--- config.mk ---
export PLATFORM = sky130hd
export DESIGN_NAME = cp_pair_feeder
export DESIGN_NICKNAME = d
export VERILOG_FILES = /design/src/rtl/cp_pair_feeder.sv
export SDC_FILE = /design/constraint.sdc
export NUM_CORES = 1
export LEC_CHECK = 0
export ABC_CLOCK_PERIOD_IN_PS = 3900
export BUFFER_PORTS_ARGS = -buffer_cell sky130_fd_sc_hd__buf_2
export CORE_MARGIN = 2
export CORE_UTILIZATION = 40
export CTS_CLUSTER_SIZE = 10
export DETAILED_ROUTE_END_ITERATION = 7
export PLACE_DENSITY_LB_ADDON = 0.12
export SYNTH_ARGS = -nofsm -noshare
export SYNTH_HDL_FRONTEND = slang
export SYNTH_SLANG_ARGS = --single-unit
--- constraint.sdc ---
create_clock -name clk -period 3.9 [get_ports clk]
set_input_delay 0.585 -clock clk [delete_from_list [all_inputs] [get_ports clk]]
set_output_delay 0.585 -clock clk [all_outputs]
set_load 0.03 [all_outputs]
--- src/rtl/cp_pair_feeder.sv ---
// cp_pair_feeder: CP-correlation front end. Pairs each accepted sample r[k]
// with r[k-N] taken from an N_DELAY-deep circular delay buffer, one cycle of
// latency. A small FILL/RUN machine tracks when r[k-N] holds real data.
//
// Build option: define CP_FEEDER_ZERO_FILL_EN to emit pairs during FILL with
// r[k-N] forced to zero. Without it, nothing is emitted until the buffer
// holds N real samples.
//
// state | meaning
// ------+--------------------------------------------------------------
// FILL  | fewer than N_DELAY samples since rst/sync_clear; r[k-N] invalid
// RUN   | buffer primed; every accepted sample emits a true (r[k], r[k-N])
module cp_pair_feeder #(
  parameter  int N_DELAY = 64,
  parameter  int SYM_LEN = 80,
  parameter  int R_W     = 8,
  localparam int PTR_W   = (N_DELAY > 1) ? $clog2(N_DELAY) : 1,
  localparam int IDX_W   = (SYM_LEN > 1) ? $clog2(SYM_LEN) : 1
) (
  input  logic             clk,
  input  logic             rst,
  input  logic             sync_clear,
  input  logic             in_valid,
  input  logic [R_W-1:0]   in_real,
  input  logic [R_W-1:0]   in_imag,
  output logic [R_W-1:0]   r_k_real,
  output logic [R_W-1:0]   r_k_imag,
  output logic [R_W-1:0]   r_kn_real,
  output logic [R_W-1:0]   r_kn_imag,
  output logic             out_valid,
  output logic             primed,
  output logic [IDX_W-1:0] sample_idx
);

  localparam int FILL_W = PTR_W + 1;

  typedef enum logic {FILL, RUN} state_t;

  state_t             state;
  logic [PTR_W-1:0]   wr_ptr;
  logic [FILL_W-1:0]  fill_cnt;
  logic [IDX_W-1:0]   idx_cnt;
  logic [2*R_W-1:0]   mem [N_DELAY];
  logic [2*R_W-1:0]   rd_word;
  logic               wr_en;

  // sync_clear wins over a same-cycle sample, so that sample never enters the buffer
  assign wr_en   = in_valid && !sync_clear && !rst;
  assign rd_word = mem[wr_ptr];

  // Delay buffer: no reset, validity is tracked by fill_cnt/state; the old word
  // at wr_ptr is read (r[k-N]) on the same edge it is overwritten with r[k]
  always_ff @(posedge clk) begin
    if (wr_en) mem[wr_ptr] <= {in_real, in_imag};
  end

  // Priming FSM, pointers and registered output pair
  always_ff @(posedge clk) begin
    if (rst || sync_clear) begin
      state      <= FILL;
      wr_ptr     <= '0;
      fill_cnt   <= '0;
      idx_cnt    <= '0;
      r_k_real   <= '0;
      r_k_imag   <= '0;
      r_kn_real  <= '0;
      r_kn_imag  <= '0;
      out_valid  <= 1'b0;
      primed     <= 1'b0;
      sample_idx <= '0;
    end else begin
      out_valid <= 1'b0;
      if (in_valid) begin
        wr_ptr  <= (wr_ptr == PTR_W'(N_DELAY - 1)) ? '0 : wr_ptr + 1'b1;
        idx_cnt <= (idx_cnt == IDX_W'(SYM_LEN - 1)) ? '0 : idx_cnt + 1'b1;
        case (state)
          FILL: begin
            fill_cnt <= fill_cnt + 1'b1;
            primed   <= 1'b0;
            // the Nth sample completes priming; the next one reads true data
            if (fill_cnt == FILL_W'(N_DELAY - 1)) state <= RUN;
`ifdef CP_FEEDER_ZERO_FILL_EN
            out_valid  <= 1'b1;
            r_k_real   <= in_real;
            r_k_imag   <= in_imag;
            r_kn_real  <= '0;
            r_kn_imag  <= '0;
            sample_idx <= idx_cnt;
`endif
          end
          RUN: begin
            out_valid  <= 1'b1;
            primed     <= 1'b1;
            r_k_real   <= in_real;
            r_k_imag   <= in_imag;
            r_kn_real  <= rd_word[2*R_W-1:R_W];
            r_kn_imag  <= rd_word[R_W-1:0];
            sample_idx <= idx_cnt;
          end
          default: state <= FILL;
        endcase
      end
    end
  end

endmodule

### Word level (Yosys, flattened, before mapping)

Memories as Yosys holds them, arrays and structs flattened. A register that Yosys moved wholly into a read port is not among the register bits.
Index checks and enable logic that the tools add are counted.

| operators by class | value |
|---|---|
| equal/unequal tests | 3 |
| add/sub/neg operators | 3 |
| reduce and logical (&&, ||, !) cells | 8 |
| multiplexer cells | 8 |
| bitwise logic cells | 2 |

Operator list:

| cell | number |
|---|---|
| adder 7 x 1 -> 7 bit (second input constant) | 2 |
| equality test 7 x 6 -> 1 bit (second input constant) | 1 |
| equality test 7 bit (second input constant) | 1 |
| two-way mux 7 bit | 1 |
| adder 6 x 1 -> 6 bit (second input constant) | 1 |
| equality test 6 bit (second input constant) | 1 |
| two-way mux 6 bit | 1 |
| two-way mux 1 bit | 5 |
| AND reduction 2 bit | 2 |
| logical AND 1 bit | 2 |
| zero test 1 bit | 2 |
| NOT 1 bit | 2 |
| one-hot mux 1 bit (2 select lines) | 1 |
| OR reduction 2 bit | 1 |
| logical OR 1 bit | 1 |

| word-level totals | value |
|---|---|
| memories | 1 |
| bits in writable memories | 1024 |
| bits of input ports | 20 |
| flip-flop bits (word level) | 46 |

Memories:

| memory | words | width | read ports | clocked after memory_dff | write ports | line | source |
|---|---|---|---|---|---|---|---|
| mem | 64 | 16 | 1 | 1 | 1 | 43 | `logic [2*R_W-1:0] mem [N_DELAY];` |

### Logic depth before layout (Yosys ltp)

| logic depth | value |
|---|---|
| depth after elaboration | 5 |
| depth in mapped cells | 11 |
| mapped depth without buffers | 6 |

### Worst setup path after synthesis

No wires, ideal clock.

| timing path | value |
|---|---|
| kind | register to register |
| start | reg wr_ptr[2] |
| end | mem mem[62][0] (netlist name), enable pin |
| cell stages (with the launch flop) | 8 |
| required time | 3.512 ns |
| slack | 1.158 ns |
| data arrival time | 2.353 ns |
| path through | dfxtp_1 > buf_2 > buf_4 > buf_4 > buf_4 > clkbuf_1 > nand4_1 > nor2_1 |

RTL lines:

| what | line | source |
|---|---|---|
| from (decl) | 40 | `logic [PTR_W-1:0] wr_ptr;` |
| from (signal assigned) | 74 | `wr_ptr <= (wr_ptr == PTR_W'(N_DELAY - 1)) ? '0 : wr_ptr + 1'b1;` |
| to (decl) | 43 |  |

No word-level cell before the write port.

==> metrics <==
status=finished, final reports clean; fin. max-slew vios=0; hold path depth=2; total CTS buffers=121; cell total after placement=3772; H-tree Lvls=3; Post-route DRC=0; final setup TNS=0 ps; Yosys reg bits=~1100; Mapped Area=about 42000 um2; sequential element share of the synthesized area=between 70% and 80%; first-pass GRT wire length=roughly 180 mm; vias per inst=slightly below 6; Synth warnings=0; unrepaired setup endpoints after global routing=false; initial DRC count=between 2000 and 3000; total track usage=a little under a quarter; Worst EP arrival=between 4000 and 5000 ps; I/O Buffers=60; Main synth FF type=edfxtp_1; crit path kind=reg2reg; Slew HR=under 10%; root buf cell=clkbuf_16; Post-Syn Instances=between 2000 and 2500; Hold Buf Count CTS=0; Detailed Place HPWL=between 70 and 80 mm; Row Count=approximately 120; initial antenna violation count=12; crit-path max FO=12; Layout Cells excl Fill=3983; Routed WL=between 100 and 150 mm; pin slew with the least headroom to its limit=~1400 ps; final hold vios=0; clock skew=~28 ps; Max clock buf depth=3; hold wc startpoint=r_k_real[7]; Final nets=approximately 2500; area added between synthesis and finish=14.9%; Max-cap violations=0; ratio of cells with drive above 1 in the final layout=22.8%; R2R Setup Slk=440 ps; worst path required time=between 4000 and 5000 ps; part of the cycle the worst path needs=approximately 89%; Placed Area=between 40000 and 50000 um2; syn avg cell area=18.2 um2; CP Launch Type=flop; largest net degree at the start of global routing=71; Initial Util=a little over 40%; highest clock rate=289 MHz; CTS tree=built; vias in the first global route=~23000; Crit. End Element=flop; die width=roughly 330 um; Worst R2R End=r_kn_imag[3]; worst min-delay path class=reg2reg; Post-synth EDFFs=roughly 1000; num ports=61; cell area after layout=just under 50000 um2; worst reg2reg startpoint=wr_ptr[5]; core area=104000 um2; share of the synthesized area in the top cell type=between 70% and 80%; Pleak=approximately 0.015 uW; PwrDens=slightly below 500 nW/um2; DRT Pass-1 Iters=5; post-synthesis async set-or-reset flop share=0%; WHS Endpoint=r_k_real[7]; final core utilization=~47%; syn_nets=between 2000 and 2500; Min Clock Period, post-route=approximately 3500 ps; synth unique cells=about 70; top cells by area, synth=edfxtp_1 (73%), mux4_2 (7.0%), dfxtp_1 (3.0%), mux2i_1 (2.3%), mux2_2 (1.7%); Die ar.=roughly 110000 um2; GP Congestion=approximately 0.86; Clk Latency, worst-skew pair=710 ps; antenna-violating nets left=0; total vias in the final route=23300; post-CTS sizing=0; clock sinks=1086; drt wl/cell=32.1 um; fillers=just under 9000; setup bufs post-CTS=0; Worst-path clk slew=60 ps; grt ovf=0; final setup fails=0; post-synth top area cell=edfxtp_1; R2R cell count=7; Peak VDD IR=roughly 0.42 mV; Die Ht=roughly 330 um
-- cell type report --
type,count,area [um2],area share (%)
timing repair buffer,231,1750,3.62
sequential,1086,32000,66.3
inverter,5,18.8,0.0389
clock inverter,13,103,0.213
multi-input combinational,1070,9290,19.3
antenna,3,7.51,0.0156
clock buffer,195,3370,6.98
tap,1380,1730,3.58
-- registers in the layout (all words and copies together) (netlist names), 6 cells and up --
signal      cells
mem          1024
r_k_imag        8
r_k_real        8
r_kn_imag       8
r_kn_real       8
fill_cnt        7
idx_cnt         7
sample_idx      7
wr_ptr          6
-- power by group --
| part | internal [uW] | switching (uW) | leakage (uW) |
|---|---|---|---|
| registers | 12800 | 10.5 | 0.00970 |
| clock network | 5830 | 4420 | 0.00166 |
| logic | 174 | 471 | 0.00355 |
| total | 18800 | 4900 | 0.0149 |
-- kinds of logic (layout without fill, tap and decap cells) --
family / count (synthesis) / in the layout / synth area share [%]
flip-flops: 1086 / 1086 / 76.1
buffers and inverters: 157 / 444 / 1.90
adder cells (fa/ha/maj): 3 / 3 / 0.0893
XOR/XNOR: 12 / 12 / 0.250
other: 0 / 3 / 0
AO/OA/AOI/OAI: 430 / 430 / 6.94
multiplexers: 298 / 298 / 11.2
AND/OR/NAND/NOR: 327 / 327 / 3.52
-- stage by stage --
step,hold WS [ps],setup slack (ps),total power (uW)
after global routing,424,383,24400
after CTS,372,533,23900
after floorplan,455,1160,13300
after global placement,444,411,13600
final,454,442,23700
after detailed placement,443,547,13700
-- per-layer routing --
metal	track usage, %	up-vias	routed length (um)
met2	37.6	932	60100
met1	32.4	12400	52600
met5	0	-	13
met4	8.26	2	4660
met3	5.67	228	10300
li1	-	9795	-
-- cells in the final DEF (no fill, tap or decap), drive strengths merged, types with 11 or more instances in the layout --
cell type / synthesis / layout
clkbuf: 52 / 195
nand3: 21 / 21
a21oi: 104 / 104
nor2b: 11 / 11
a211oi: 14 / 14
dfxtp: 62 / 62
a221oi: 61 / 61
nand2: 96 / 96
mux2i: 96 / 96
a31oi: 25 / 25
o2bb2ai: 14 / 14
mux2: 72 / 72
o22ai: 11 / 11
a221o: 14 / 14
o211ai: 16 / 16
edfxtp: 1024 / 1024
buf: 100 / 231
mux4: 130 / 130
nor2: 149 / 149
a22oi: 58 / 58
o21ai: 74 / 74
-- critical path, cell delays in order, from the launching register on --
cell,delay (ps)
dfxtp_1,430
buf_4,240
or3b_1,590
nor2_1,990
a22oi_1,360
o211ai_1,430
a31oi_1,90
a41oi_1,230
-- cell usage after synthesis, drive strengths merged, types with 16 or more instances --
cell and number:
a21oi 104, nor2 149, nand2 96, clkbuf 52, a31oi 25, dfxtp 62, a22oi 58, mux2i 96
a221oi 61, o211ai 16, nand3 21, buf 100, edfxtp 1024, o21ai 74, mux4 130, mux2 72
-- worst max path at each step --
stage	start	slack, ps	cells after the start	endpoint
after floorplan	wr_ptr[2]	1160	7	mem[62][0]
after global placement	wr_ptr[2]	410	9	r_kn_imag[4]
after detailed placement	wr_ptr[5]	550	7	r_kn_imag[3]
after CTS	wr_ptr[5]	530	7	r_kn_imag[3]
after global routing	wr_ptr[5]	380	7	r_kn_imag[3]
final	wr_ptr[5]	440	7	r_kn_imag[3]
(Power assumes the default switching activity.)
